--- config.mk ---
export PLATFORM = sky130hd
export DESIGN_NAME = decode_flow_sequencer
export DESIGN_NICKNAME = d
export VERILOG_FILES = /design/src/rtl/decode_flow_sequencer_pkg.sv /design/src/rtl/decode_flow_sequencer_timer.sv /design/src/rtl/decode_flow_sequencer.sv
export SDC_FILE = /design/constraint.sdc
export NUM_CORES = 1
export LEC_CHECK = 0
export ABC_AREA = 1
export CAP_MARGIN = 0
export CORE_UTILIZATION = 42
export CTS_CLUSTER_DIAMETER = 80
export DETAILED_ROUTE_END_ITERATION = 6
export PLACE_DENSITY = 0.84
export RECOVER_POWER = 25
export SETUP_SLACK_MARGIN = 0.2
export SKIP_CTS_REPAIR_TIMING = 1
export SLEW_MARGIN = 20
export SYNTH_ARGS = -nofsm -noshare
export SYNTH_HDL_FRONTEND = slang
export SYNTH_SLANG_ARGS = --single-unit
--- constraint.sdc ---
create_clock -name CLOCK_50_I -period 2.9 [get_ports CLOCK_50_I]
set_clock_uncertainty 0.05 [all_clocks]
set_input_delay 0.58 -clock CLOCK_50_I [delete_from_list [all_inputs] [get_ports CLOCK_50_I]]
set_output_delay 0.58 -clock CLOCK_50_I [all_outputs]
set_load 0.005 [all_outputs]
--- src/rtl/decode_flow_sequencer_pkg.sv ---
// Shared types and defaults for the decompressor flow sequencer.
// Holds the state encoding (also shown on the stage LEDs), the SRAM owner
// select and the default parameter values used by decode_flow_sequencer.
package seq_pkg;

   typedef enum logic [2:0] {
      S_IDLE    = 3'd0,
      S_UART_RX = 3'd1,
      S_HAND_A  = 3'd2,
      S_M2      = 3'd3,
      S_HAND_B  = 3'd4,
      S_M1      = 3'd5
   } seq_state_t;

   typedef enum logic [1:0] {
      OWN_VGA  = 2'd0,
      OWN_UART = 2'd1,
      OWN_M2   = 2'd2,
      OWN_M1   = 2'd3
   } sram_owner_t;

   localparam int DEF_UART_TIMEOUT = 50000000;
   localparam int DEF_WD_CYCLES    = 67108863;
   localparam int DEF_ADDR_W       = 18;
   localparam int DEF_DATA_W       = 16;

   // Which requester owns the SRAM port in a given state; handovers fall to VGA.
   function automatic sram_owner_t owner_of(input seq_state_t st);
      sram_owner_t own;
      case (st)
         S_UART_RX: own = OWN_UART;
         S_M2:      own = OWN_M2;
         S_M1:      own = OWN_M1;
         default:   own = OWN_VGA;
      endcase
      return own;
   endfunction

endpackage

--- src/rtl/decode_flow_sequencer_timer.sv ---
// seq_timer: loadable saturating up-counter with clear, enable and an
// equality flag against a compare value. The sequencer uses one instance for
// both the UART idle timeout and the milestone watchdog.
module seq_timer #(
   parameter int W = 26
) (
   input  logic         CLOCK_50_I,
   input  logic         resetn,
   input  logic         clr_i,
   input  logic         load_i,
   input  logic [W-1:0] load_val_i,
   input  logic         en_i,
   input  logic [W-1:0] cmp_val_i,
   output logic [W-1:0] count_o,
   output logic         eq_o
);

   logic [W-1:0] count_q;
   logic [W-1:0] count_d;

   // Clear beats load beats increment; the count sticks at all-ones.
   always_comb begin
      count_d = count_q;
      if (clr_i) begin
         count_d = {W{1'b0}};
      end else if (load_i) begin
         count_d = load_val_i;
      end else if (en_i && (count_q != {W{1'b1}})) begin
         count_d = count_q + {{(W-1){1'b0}}, 1'b1};
      end else begin
         count_d = count_q;
      end
   end

   // Count register.
   always_ff @(posedge CLOCK_50_I or negedge resetn) begin
      if (!resetn) begin
         count_q <= {W{1'b0}};
      end else begin
         count_q <= count_d;
      end
   end

   assign count_o = count_q;
   assign eq_o    = (count_q == cmp_val_i);

endmodule

--- src/rtl/decode_flow_sequencer.sv ---
// decode_flow_sequencer: top-level scheduler of the image decompressor.
// Runs IDLE -> UART receive -> M2 -> M1 -> IDLE, lends the single SRAM port
// to one requester at a time with a read-only handover cycle between owners,
// and aborts a milestone that overruns its watchdog (sticky wd_error).
// Optional build macro STAGE_CYCLE_COUNT_EN adds the stage_cycles counter;
// without it stage_cycles reads 0.
module decode_flow_sequencer
   import seq_pkg::*;
#(
   parameter int UART_TIMEOUT = DEF_UART_TIMEOUT,
   parameter int WD_CYCLES    = DEF_WD_CYCLES,
   parameter int ADDR_W       = DEF_ADDR_W,
   parameter int DATA_W       = DEF_DATA_W
) (
   input  logic              CLOCK_50_I,
   input  logic              resetn,
   input  logic              UART_RX_I,
   input  logic [ADDR_W-1:0] uart_sram_addr,
   input  logic [DATA_W-1:0] uart_sram_wdata,
   input  logic              uart_sram_we_n,
   output logic              uart_init,
   output logic              uart_enable,
   input  logic [ADDR_W-1:0] m2_sram_addr,
   input  logic [DATA_W-1:0] m2_sram_wdata,
   input  logic              m2_sram_we_n,
   input  logic              m2_done,
   output logic              m2_start,
   input  logic [ADDR_W-1:0] m1_sram_addr,
   input  logic [DATA_W-1:0] m1_sram_wdata,
   input  logic              m1_sram_we_n,
   input  logic              m1_done,
   output logic              m1_start,
   input  logic [ADDR_W-1:0] vga_sram_addr,
   output logic              vga_enable,
   output logic [ADDR_W-1:0] sram_address,
   output logic [DATA_W-1:0] sram_write_data,
   output logic              sram_we_n,
   output logic [2:0]        stage,
   output logic              wd_error,
   output logic [31:0]       stage_cycles
);

   localparam int TW = $clog2(((UART_TIMEOUT > WD_CYCLES) ? UART_TIMEOUT : WD_CYCLES) + 1);
   localparam logic [TW-1:0] UART_LAST = TW'(UART_TIMEOUT - 1);
   localparam logic [TW-1:0] WD_LAST   = TW'(WD_CYCLES - 1);

   seq_state_t  state_q, state_d;
   logic        vga_enable_q, vga_enable_d;
   logic        uart_init_q, uart_init_d;
   logic        uart_enable_q, uart_enable_d;
   logic        m2_start_q, m2_start_d;
   logic        m1_start_q, m1_start_d;
   logic        wd_error_q, wd_error_d;
   logic        timer_clr_s, timer_en_s, timer_eq_s, first_cycle_s;
   logic [TW-1:0] timer_cmp_s, timer_cnt_s;
   sram_owner_t owner_s;

   // The UART phase compares against its idle limit, milestones against the watchdog.
   always_comb begin
      if (state_q == S_UART_RX) begin
         timer_cmp_s = UART_LAST;
      end else begin
         timer_cmp_s = WD_LAST;
      end
   end

   seq_timer #(.W(TW)) u_timer (
      .CLOCK_50_I (CLOCK_50_I),
      .resetn     (resetn),
      .clr_i      (timer_clr_s),
      .load_i     (1'b0),
      .load_val_i ({TW{1'b0}}),
      .en_i       (timer_en_s),
      .cmp_val_i  (timer_cmp_s),
      .count_o    (timer_cnt_s),
      .eq_o       (timer_eq_s)
   );

   // Timer is zeroed on stage entry and never wraps, so zero marks the first stage cycle.
   assign first_cycle_s = (timer_cnt_s == {TW{1'b0}});

   // Next state, control outputs and timer control.
   always_comb begin
      state_d       = state_q;
      vga_enable_d  = vga_enable_q;
      uart_init_d   = uart_init_q;
      uart_enable_d = uart_enable_q;
      m2_start_d    = m2_start_q;
      m1_start_d    = m1_start_q;
      wd_error_d    = wd_error_q;
      timer_clr_s   = 1'b0;
      timer_en_s    = 1'b0;
      case (state_q)
         S_IDLE: begin
            vga_enable_d = 1'b1;
            if (!UART_RX_I) begin
               uart_init_d  = 1'b1;
               vga_enable_d = 1'b0;
               wd_error_d   = 1'b0;
               timer_clr_s  = 1'b1;
               state_d      = S_UART_RX;
            end else begin
               state_d = S_IDLE;
            end
         end
         S_UART_RX: begin
            uart_init_d   = 1'b0;
            uart_enable_d = 1'b1;
            if (!uart_sram_we_n) begin
               timer_clr_s = 1'b1;
            end else if (timer_eq_s) begin
               uart_enable_d = 1'b0;
               state_d       = S_HAND_A;
            end else begin
               timer_en_s = 1'b1;
            end
         end
         S_HAND_A: begin
            m2_start_d  = 1'b1;
            timer_clr_s = 1'b1;
            state_d     = S_M2;
         end
         S_M2: begin
            if (!first_cycle_s && m2_done) begin
               m2_start_d = 1'b0;
               state_d    = S_HAND_B;
            end else if (timer_eq_s) begin
               m2_start_d   = 1'b0;
               wd_error_d   = 1'b1;
               vga_enable_d = 1'b1;
               state_d      = S_IDLE;
            end else begin
               timer_en_s = 1'b1;
            end
         end
         S_HAND_B: begin
            m1_start_d  = 1'b1;
            timer_clr_s = 1'b1;
            state_d     = S_M1;
         end
         S_M1: begin
            if (!first_cycle_s && m1_done) begin
               m1_start_d   = 1'b0;
               vga_enable_d = 1'b1;
               state_d      = S_IDLE;
            end else if (timer_eq_s) begin
               m1_start_d   = 1'b0;
               wd_error_d   = 1'b1;
               vga_enable_d = 1'b1;
               state_d      = S_IDLE;
            end else begin
               timer_en_s = 1'b1;
            end
         end
         default: begin
            vga_enable_d  = 1'b1;
            uart_init_d   = 1'b0;
            uart_enable_d = 1'b0;
            m2_start_d    = 1'b0;
            m1_start_d    = 1'b0;
            state_d       = S_IDLE;
         end
      endcase
   end

   // State and control output registers.
   always_ff @(posedge CLOCK_50_I or negedge resetn) begin
      if (!resetn) begin
         state_q       <= S_IDLE;
         vga_enable_q  <= 1'b1;
         uart_init_q   <= 1'b0;
         uart_enable_q <= 1'b0;
         m2_start_q    <= 1'b0;
         m1_start_q    <= 1'b0;
         wd_error_q    <= 1'b0;
      end else begin
         state_q       <= state_d;
         vga_enable_q  <= vga_enable_d;
         uart_init_q   <= uart_init_d;
         uart_enable_q <= uart_enable_d;
         m2_start_q    <= m2_start_d;
         m1_start_q    <= m1_start_d;
         wd_error_q    <= wd_error_d;
      end
   end

   assign owner_s = owner_of(state_q);

   // SRAM port steering from the registered state; non-owner states only read for VGA.
   always_comb begin
      sram_address    = vga_sram_addr;
      sram_write_data = {DATA_W{1'b0}};
      sram_we_n       = 1'b1;
      case (owner_s)
         OWN_UART: begin
            sram_address    = uart_sram_addr;
            sram_write_data = uart_sram_wdata;
            sram_we_n       = uart_sram_we_n;
         end
         OWN_M2: begin
            sram_address    = m2_sram_addr;
            sram_write_data = m2_sram_wdata;
            sram_we_n       = m2_sram_we_n;
         end
         OWN_M1: begin
            sram_address    = m1_sram_addr;
            sram_write_data = m1_sram_wdata;
            sram_we_n       = m1_sram_we_n;
         end
         default: begin
            sram_address    = vga_sram_addr;
            sram_write_data = {DATA_W{1'b0}};
            sram_we_n       = 1'b1;
         end
      endcase
   end

`ifdef STAGE_CYCLE_COUNT_EN
   logic [31:0] stage_cnt_q, stage_cnt_d;
   logic [31:0] stage_cycles_q, stage_cycles_d;
   logic        stage_end_s;

   // A normal exit is M2 into its handover, or M1 home without a watchdog abort.
   assign stage_end_s = ((state_q == S_M2) && (state_d == S_HAND_B)) ||
                        ((state_q == S_M1) && (state_d == S_IDLE) && !wd_error_d);

   // Stage counter zeroed during the handover before each milestone, saturating while it runs.
   always_comb begin
      stage_cnt_d    = stage_cnt_q;
      stage_cycles_d = stage_cycles_q;
      if ((state_q == S_HAND_A) || (state_q == S_HAND_B)) begin
         stage_cnt_d = 32'd0;
      end else if (((state_q == S_M2) || (state_q == S_M1)) && (stage_cnt_q != 32'hFFFF_FFFF)) begin
         stage_cnt_d = stage_cnt_q + 32'd1;
      end else begin
         stage_cnt_d = stage_cnt_q;
      end
      if (stage_end_s) begin
         stage_cycles_d = stage_cnt_q;
      end else begin
         stage_cycles_d = stage_cycles_q;
      end
   end

   // Stage counter and latched result registers.
   always_ff @(posedge CLOCK_50_I or negedge resetn) begin
      if (!resetn) begin
         stage_cnt_q    <= 32'd0;
         stage_cycles_q <= 32'd0;
      end else begin
         stage_cnt_q    <= stage_cnt_d;
         stage_cycles_q <= stage_cycles_d;
      end
   end

   assign stage_cycles = stage_cycles_q;
`else
   assign stage_cycles = 32'd0;
`endif

   assign stage       = state_q;
   assign vga_enable  = vga_enable_q;
   assign uart_init   = uart_init_q;
   assign uart_enable = uart_enable_q;
   assign m2_start    = m2_start_q;
   assign m1_start    = m1_start_q;
   assign wd_error    = wd_error_q;

endmodule

# == Yosys cells after proc, flatten, opt, wreduce, memory -nomap -nowiden ==
# Index checks and enable logic that the tools add are counted.
# totals
ff_bits,35
latch_bits,0
mem_bits_rw,0
mem_bits_ro,0
in_bits,128
out_inout_bits,76
wordCells,91
n_memories,0
# classes
add_sub_neg,1
mul,0
div_mod_pow,0
order_cmp,0
n_eq_ne,17
n_shift,0
n_mux,41
n_bitwise,4
n_reduce_logical,20
# ops
cell,n
$pmux 18 s3,1
$mux 26,2
$pmux 16 s3,1
$add 26x1->26 const B,1
$eq 26x26->1,1
$logic_not 26->1,1
$ne 26x26->1 const B,1
$mux 25,1
$mux 1,20
$pmux 1 s3,6
$pmux 3 s6,1
$mux 3,5
$reduce_or 4->1,3
$ne 2x2->1 const B,5
$reduce_and 2->1,5
$eq 3x2->1 const B,2
$eq 3x3->1 const B,2
$ne 3x3->1 const B,2
$pmux 2 s3,1
$reduce_or 5->1,1
$eq 2x2->1 const B,2
$not 1->1,4
$pmux 1 s2,2
$pmux 1 s4,1
10 further kinds,12

# == Logic depth before layout (Yosys ltp) ==
# Gate-level depths: netlist of the first run.
# depth
depth_word,9
ltp_mapped,13
ltp_nobuf,12

# == Modules after synthesis ==
# From an unflattened synthesis of the first run, not the netlist that was laid out.
# unflattened
hier_cells,687
area_unflattened_um2,4045.1
# modules_own_cells
mod,n_inst,cells_per_inst,area_per_inst_um2,seq_area_each_um2
seq_timer,1,394,2447.3,650.6
decode_flow_sequencer,1,293,1597.8,226.5

# == Least setup slack after synthesis of the first run ==
# Ideal clock, no wire load.
# synth_timing
path_type,reg2out
from,register state_q[1] (netlist: stage[1])
to,output sram_address[10]
arrival_time_ps,1501
required_ps,2270
setup_slack_ps,769
stages_incl_launch_ff,12
n_path_buf,1
cell_sequence,dfrtp_1 -> inv_2 -> nand2_1 -> nor2_1 -> inv_1 -> nand2_1 -> inv_2 -> nand2_1 -> clkinv_1 -> clkbuf_1 -> nand2_1 -> nand4_1
# synth_between
elab_chain_cells,4
word_cells_on_any_way,8
classes_between,6 x eq/ne; 2 x mux
# synth_lines
element,line,text
"start, declared",decode_flow_sequencer.sv:47,"seq_state_t state_q, state_d;"
"start signal, assigned",decode_flow_sequencer.sv:177,state_q <= state_d;
"$eq 3x3->1, or another cell as far along",decode_flow_sequencer_pkg.sv:30,case (st)
$pmux 2 s3 (*),decode_flow_sequencer_pkg.sv:30,
$eq 2x2->1 or $eq 2x1->1 (tied branches),decode_flow_sequencer.sv:194,case (owner_s)
$pmux 18 s3 (*),decode_flow_sequencer.sv:194,
"end, declared",decode_flow_sequencer.sv:35,"output logic [ADDR_W-1:0] sram_address,"
# Every way passes the cells marked *; elsewhere a longest branch is shown, timed or not.

# == Final worst setup path of the first run ==
# layout_timing
from,register state_q[1] (netlist: stage[1])
to,output sram_write_data[3]
# layout_between
elab_chain_cells,4
word_cells_on_any_way,8
classes_between,6 x eq/ne; 2 x mux
# layout_lines
element,line,text
"$eq 3x3->1, or another cell as far along",decode_flow_sequencer_pkg.sv:30,
$pmux 2 s3 (*),decode_flow_sequencer_pkg.sv:30,
$eq 2x2->1 or $eq 2x1->1 (tied branches),decode_flow_sequencer.sv:194,
$pmux 16 s3 (*),decode_flow_sequencer.sv:194,
"end, declared",decode_flow_sequencer.sv:36,"output logic [DATA_W-1:0] sram_write_data,"
# Marks and branches as above.

==> impl_results.md, run 1 <==
* RePlAce Congestion at about 0.86
* Netlist cell types at 37
* H-tree lvl count at 2
* Mean Syn Cell Area at roughly 6.5 um^2
* First-pass GRT wire length at around 19000 um
* Required @ worst endpoint at ~2.3 ns
* Final Cycle Share at between 90% and 100%
* DR WL/cell at 15.9 um
* Reported net switching power at around 2000 uW
* Unrepaired setup endpoints after global routing: false
* Hold Path Class: register to register
* Crit path buffers/inverters at 3
* Setup CP Type: register to output port
* I/O Buffers at 171
* Root Buffer: clkbuf_8
* Clock transition at path regs at roughly 0.08 ns
* Placed cell area at 5230 um^2
* Slew headroom at a little over two fifths
* Ant. Diodes at 0
* IO Count at ~200
* Pint at about 2300 uW
* Starting density of the core at a little over two fifths
* Crit path time final at between 2 and 3 ns
* Largest net degree at the start of global routing at 38
* Post-Syn Area at 3590 um^2
* Post-synthesis register bit count at 35
* Final slew viol count at 0
* Clock power frac at about a tenth
* CTS max path bufs at 2
* Worst-Skew Late Latency at 0.29 ns
* Sum Neg Setup Slack at 0 ns
* DRC Markers at 0
* Post-DP HPWL at 9910 um
* Peak fanout along the critical path at 17
* Sequential fraction of the synthesis area at 24.5%
* Worst-path cell chain: inv_4 > nand2_2 > nor2_4 > buf_12 > a22oi_1 > nand2_1 > clkdlybuf4s50_1
* Core area at between 8000 and 9000 um^2
* Hold Fails Final Rpt at 0
* Vias per inst at about 5.3
* Cell Pwr Density at 775 nW/um^2
* Vias in the first global route at 3834
* Max Freq at around 0.38 GHz
* Final instance area at 5540 um^2
* Total track usage at 27.1%
* # nets final at ~850
* TritonRoute pass-1 iters at 5
* Num CTS Buffers at 5
* GRT overflow at 0
* Mapped Cells at roughly 550
* Initial antenna violation count at 0
* Leakage at around 0.0027 uW
* Slowest CP cell: clkdlybuf4s50_1
* Sequential share of power at between 10% and 20%
* Slew @ Worst Pin at 0.873 ns
* Gate power share at between 70% and 80%
* DR vias at ~4400
* Arrival time at the worst endpoint at 2.02 ns
* Worst path top cell family by delay: buffers and inverters
* CTS tree: done
* Clock Sinks at 35
* Chip Height at around 94 um
* Warnings, synthesis at 0
* Critical Path Max Stage Delay at around 0.53 ns
* DIE AREA at ~8900 um^2
* # setup viols final at 0
* Post-DRT Antenna Nets at 0
* Sw Share at 47.6%
* Startpoint types: register
* Die width at 94.4 um
* Crit end category: output port
* Area Growth Syn to Fin at 54.5%
* Initial drt markers at between 300 and 400
* Proportion of layout cells with a drive suffix above 1 at between 10% and 20%
* Max Cap Violations at 0
* Row count at 33
* Run status: finished, final reports clean
* Total wire length at about 13000 um
* Worst IR drop on VDD at ~0.5 mV
==> power by group through the flow <==
stage	combinational (uW)	clock (uW)	sequential [uW]
4_1_cts	3050	412	624
3_3_place_gp	2970	0	627
5_1_grt	3530	433	633
3_5_place_dp	3030	0	634
2_1_floorplan	1680	0	623
6_report	3260	407	628
==> cells by family (layout without fill, tap and decap cells) <==
family	Yosys count	count (layout)	synth area share (%)
and+or+nand+nor	385	385	53.0
other	1	32	0.105
xor gates and xnor gates	15	15	3.66
buffers and inverters	94	234	14.7
adders and majority gates	2	2	0.698
AOI/OAI and AO/OA	20	20	3.38
DFF	35	35	24.5
==> registers in the layout (all words and copies together), names as in the netlist <==
name,count
u_timer.count_o,26
stage,3
m1_start,1
m2_start,1
uart_enable,1
uart_init,1
vga_enable,1
wd_error,1
==> synthesized netlist by cell type <==
library cell,n,area [um^2]
nor2_2,1,6.26
a221oi_1,1,8.76
a22oi_1,5,37.5
dfstp_2,1,26.3
xor2_1,11,96.3
nor3b_1,2,15.0
buf_12,2,40.0
nor2_4,3,33.8
nand3b_1,8,60.1
inv_2,7,26.3
nand3_1,43,215
o21ai_0,8,40.0
clkinv_1,1,3.75
ha_1,2,25.0
nand2_2,2,12.5
nor3_4,1,16.3
nor4_1,1,6.26
nand2_4,2,22.5
or2_2,2,12.5
buf_4,35,263
nand3_2,22,220
clkbuf_1,10,37.5
nand3_4,3,52.6
a21oi_1,3,15.0
nand2_8,1,20.0
nor3_1,8,40.0
dfrtp_1,34,851
nor2_1,41,154
xnor2_1,4,35.0
o21bai_1,1,7.51
nand4_1,37,231
inv_1,30,113
a31oi_1,1,6.26
conb_1,1,3.75
nand2_1,208,781
buf_2,9,45.0
o22ai_1,1,6.26
==> metrics by stage <==
stage	total power, uW	hold slack, ns	cells	utilization [%]	worst slack (ns)
4_1_cts	4080	0.439	818	64.6	-0.0315
3_5_place_dp	3660	0.419	810	63.4	0.298
6_report	4300	0.433	828	67.1	0.254
5_1_grt	4590	0.458	828	67.1	0.182
2_1_floorplan	2300	0.234	583	-	0.769
3_3_place_gp	3600	0.405	810	63.4	0.353
==> final cells by class <==
| type | count | area (um^2) |
|---|---|---|
| Fill cell | 686 | 2720 |
| Multi-Input combinational cell | 454 | 2320 |
| Timing Repair Buffer | 188 | 1960 |
| Sequential cell | 35 | 881 |
| Inverter | 38 | 145 |
| Tap cell | 105 | 131 |
| Clock buffer | 7 | 96.3 |
| Clock inverter | 1 | 7.51 |
==> worst paths after layout <==
check,slack (ns),startpoint,cells past startpoint,to
max,0.25,stage[1],7,sram_write_data[3]
min,0.43,m2_start,2,m2_start
max reg2reg,0.40,u_timer.count_o[1],11,u_timer.count_o[12]
min reg2reg,0.43,m2_start,2,m2_start
max in group asynchronous,1.32,resetn,2,stage[1]
min in group asynchronous,0.87,resetn,2,u_timer.count_o[15]
==> placed cells by master, fill, tap and decap left out, drive strengths merged, types with 14 or more instances in the layout <==
cell type / synthesis / routed
nand2: 213 / 213
clkdlybuf4s50: 0 / 152
nand3: 68 / 68
nor2: 45 / 45
nand4: 37 / 37
inv: 37 / 37
dfrtp: 34 / 34
conb: 1 / 32
dlymetal6s2s: 0 / 18
buf: 46 / 14
==> worst min-delay path: cells and delay by family (launching register included) <==
kind	cells	cell delay, ns
flops	1	0.35
simple gates	2	0.10
==> metal layers <==
layer,vias up,global-route usage (%),share of wire (%)
li1,2080,-,-
met1,2014,36.3,42
met4,0,8.21,1.8
met5,-,0,0
met2,241,43.4,47
met3,23,6.04,8.9
(Power assumes the default switching activity.)
==> run 2, diff against run 1 <==
- CORE_UTILIZATION: 42 -> 50
- DONT_BUFFER_PORTS: unset -> 1
- PLACE_DENSITY: 0.84 -> 0.65
- clock period: 2.9 -> 2.4 ns (I/O delays scaled with it)
==> run 2 against run 1 <==
Against the previous run:
- final cell count is 22% lower
- register-to-register slack lost 0.11 ns
- sequential power up 23%
- critical path depth grew 1
- cell area is 32% lower
- via count down 18%
==> impl_results.md, run 2 (same netlist as run 1, synthesis figures left out) <==
* Max reg flops at 26
* Worst R2R Start: stage[1]
* Most crowded layer after global routing: met2
* Gate power share at between 60% and 70%
* Proportion of layout cells with a drive suffix above 1 at ~15%
* Worst Reg2Reg Path Length in Cells at 12
* DRC Markers at 0
* Hold Path Class: input pin to register
* IO Count at slightly above 200
* Sequential share of power at 19.2%
* GRT overflow at 0
* Worst path top cell family by delay: simple AND/OR/NAND/NOR gates
* Post-DP HPWL at 9420 um
* CTS max path bufs at 2
* Final Non-Filler Cells at around 650
* Startpoint types: register
* Setup CP Type: register to output port
* Initial antenna violation count at 3
* Area Growth Syn to Fin at 4.92%
* Crit end category: output port
* RePlAce Congestion at between 0.9 and 1
* Slew @ Worst Pin at slightly below 0.9 ns
* First-pass GRT wire length at approximately 17000 um
* H-tree lvl count at 2
* Vias in the first global route at 3162
* Run status: finished, final reports clean
* Final instance area at approximately 3800 um^2
* Peak fanout along the critical path at 18
* DR WL/cell at 18.3 um
* Reg-to-Reg End: u_timer.count_o[21]
* Leakage at about 0.0018 uW
* Final Cycle Share at roughly 94%
* Final slew viol count at 0
* Crit path time final at about 2.2 ns
* GR met3 Demand/Resource at 4.29%
* Die width at around 87 um
* Min-delay src: UART_RX_I
* Num CTS Buffers at 5
* Worst-Skew Late Latency at slightly below 0.3 ns
* Worst IR drop on VDD at between 0.5 and 0.6 mV
* Starting density of the core at a little over half
* Max Cap Violations at 0
* Clock transition at path regs at approximately 0.07 ns
* Most common cell after layout, fill and taps aside: nand2_1
* Reported net switching power at 2320 uW
* # placed instances at about 630
* Hold Path Stages at 2
* Max Freq at approximately 0.44 GHz
* DIE AREA at 7510 um^2
* Sw Share at approximately 57%
* Row count at 30
* Total track usage at a little under a third
* Required @ worst endpoint at ~1.9 ns
* Crit path buffers/inverters at 4
* I/O Buffers at 0
* Total wire length at 11900 um
* Chip Height at 86.7 um
* Post-layout util at 54.8%
* CTS tree: done
* Unrepaired setup endpoints after global routing: true
* Core area at 6870 um^2
* Worst-path cell chain: inv_2 > buf_4 > nand3_2 > nand2_4 > clkinvlp_4 > buf_12 > nand2_1 > nand4_1
* Initial drt markers at 177
* Setup slack, reg-to-reg at roughly 0.29 ns
* Met1 GRT Util at 36.6%
* Critical Path Max Stage Delay at between 0.3 and 0.4 ns
* Hold Fails Final Rpt at 0
* Global routing usage on met2 at 53.6%
* # setup viols final at 0
* Pint at around 1700 uW
* Clock power frac at around 11%
* Placed cell area at roughly 3500 um^2
* Largest net degree at the start of global routing at 38
* DR vias at about 3600
* Most frequent cells in the layout: 203 x nand2_1, 41 x nand3_1, 40 x nor2_1
* Clock Sinks at 35
* WHS Endpoint: wd_error
* Root Buffer: clkbuf_8
* Cell Pwr Density at 1070 nW/um^2
* Slew headroom at about 40%
* # nets final at 678
* Arrival time at the worst endpoint at roughly 1.7 ns
* Slowest CP cell: dfrtp_1
* Vias per inst at 5.52
* TritonRoute pass-1 iters at 5
* Post-DRT Antenna Nets at 0
-- run 2: cell count changes in the layout (fill, tap and decap cells not counted), sizes merged --
cell,change
dlymetal6s2s,-18
clkbuf,-2
clkdlybuf4s50,-152
diode,+3
buf,-3
nand2,+1
-- run 2: worst max-delay path by stage --
stage                        from             endpoint  slack, ns  depth (start not counted)
3_3_place_gp   u_timer.count_o[1]  u_timer.count_o[12]       0.18                         11
4_1_cts                  stage[0]     sram_address[10]      -0.17                          9
3_5_place_dp             stage[0]     sram_address[10]       0.14                          9
5_1_grt                  stage[1]     sram_address[10]       0.08                          8
2_1_floorplan            stage[1]     sram_address[10]       0.37                         11
6_report                 stage[1]      sram_address[7]       0.15                          8
-- run 2: metal layers --
metal  part of all wire, %  vias to the layer above
met5                     0                        -
met4                   3.4                        0
met3                   6.7                       24
met2                    52                      176
met1                    38                     1645
li1                      -                     1733
-- run 2: area by class of cell --
cell class,count,area [um^2]
clock buffers,7,86.3
fillers,698,3110
inverters,38,151
multi-input cells,455,2380
clock inverters,1,5.00
flip-flops and latches,35,881
repair buffers,13,130
well taps,96,120
diodes,3,7.51
-- run 2: power by group through the flow --
stage               Clock (uW)  Combinational [uW]  Sequential [uW]
floorplan                    0                2030              753
detailed placement           0                2450              768
CTS                        463                2450              756
finish                     455                2810              773
global placement             0                2410              762
global route               491                3060              784
-- run 2: worst reg2reg max path, cell delays in order (launching register included) --
cell and delay [ns]:
dfrtp_1 0.39, inv_2 0.12, buf_4 0.13, nand3_2 0.19
nand2_1 0.14, nand3_2 0.10, nor2_4 0.11, nand2_4 0.10
nand3_4 0.11, nand3_4 0.18, buf_4 0.24, nand3b_1 0.09
nand2_1 0.06
-- run 2: stage by stage --
stage	setup WS [ns]	hold WS, ns	power, uW	setup TNS [ns]
2_1_floorplan	0.369	0.134	2780	0
3_3_place_gp	0.184	0.135	3170	0
3_5_place_dp	0.143	0.135	3220	0
4_1_cts	-0.174	-0.184	3670	-2.73
5_1_grt	0.0821	0.337	4330	0
6_report	0.151	0.320	4040	0
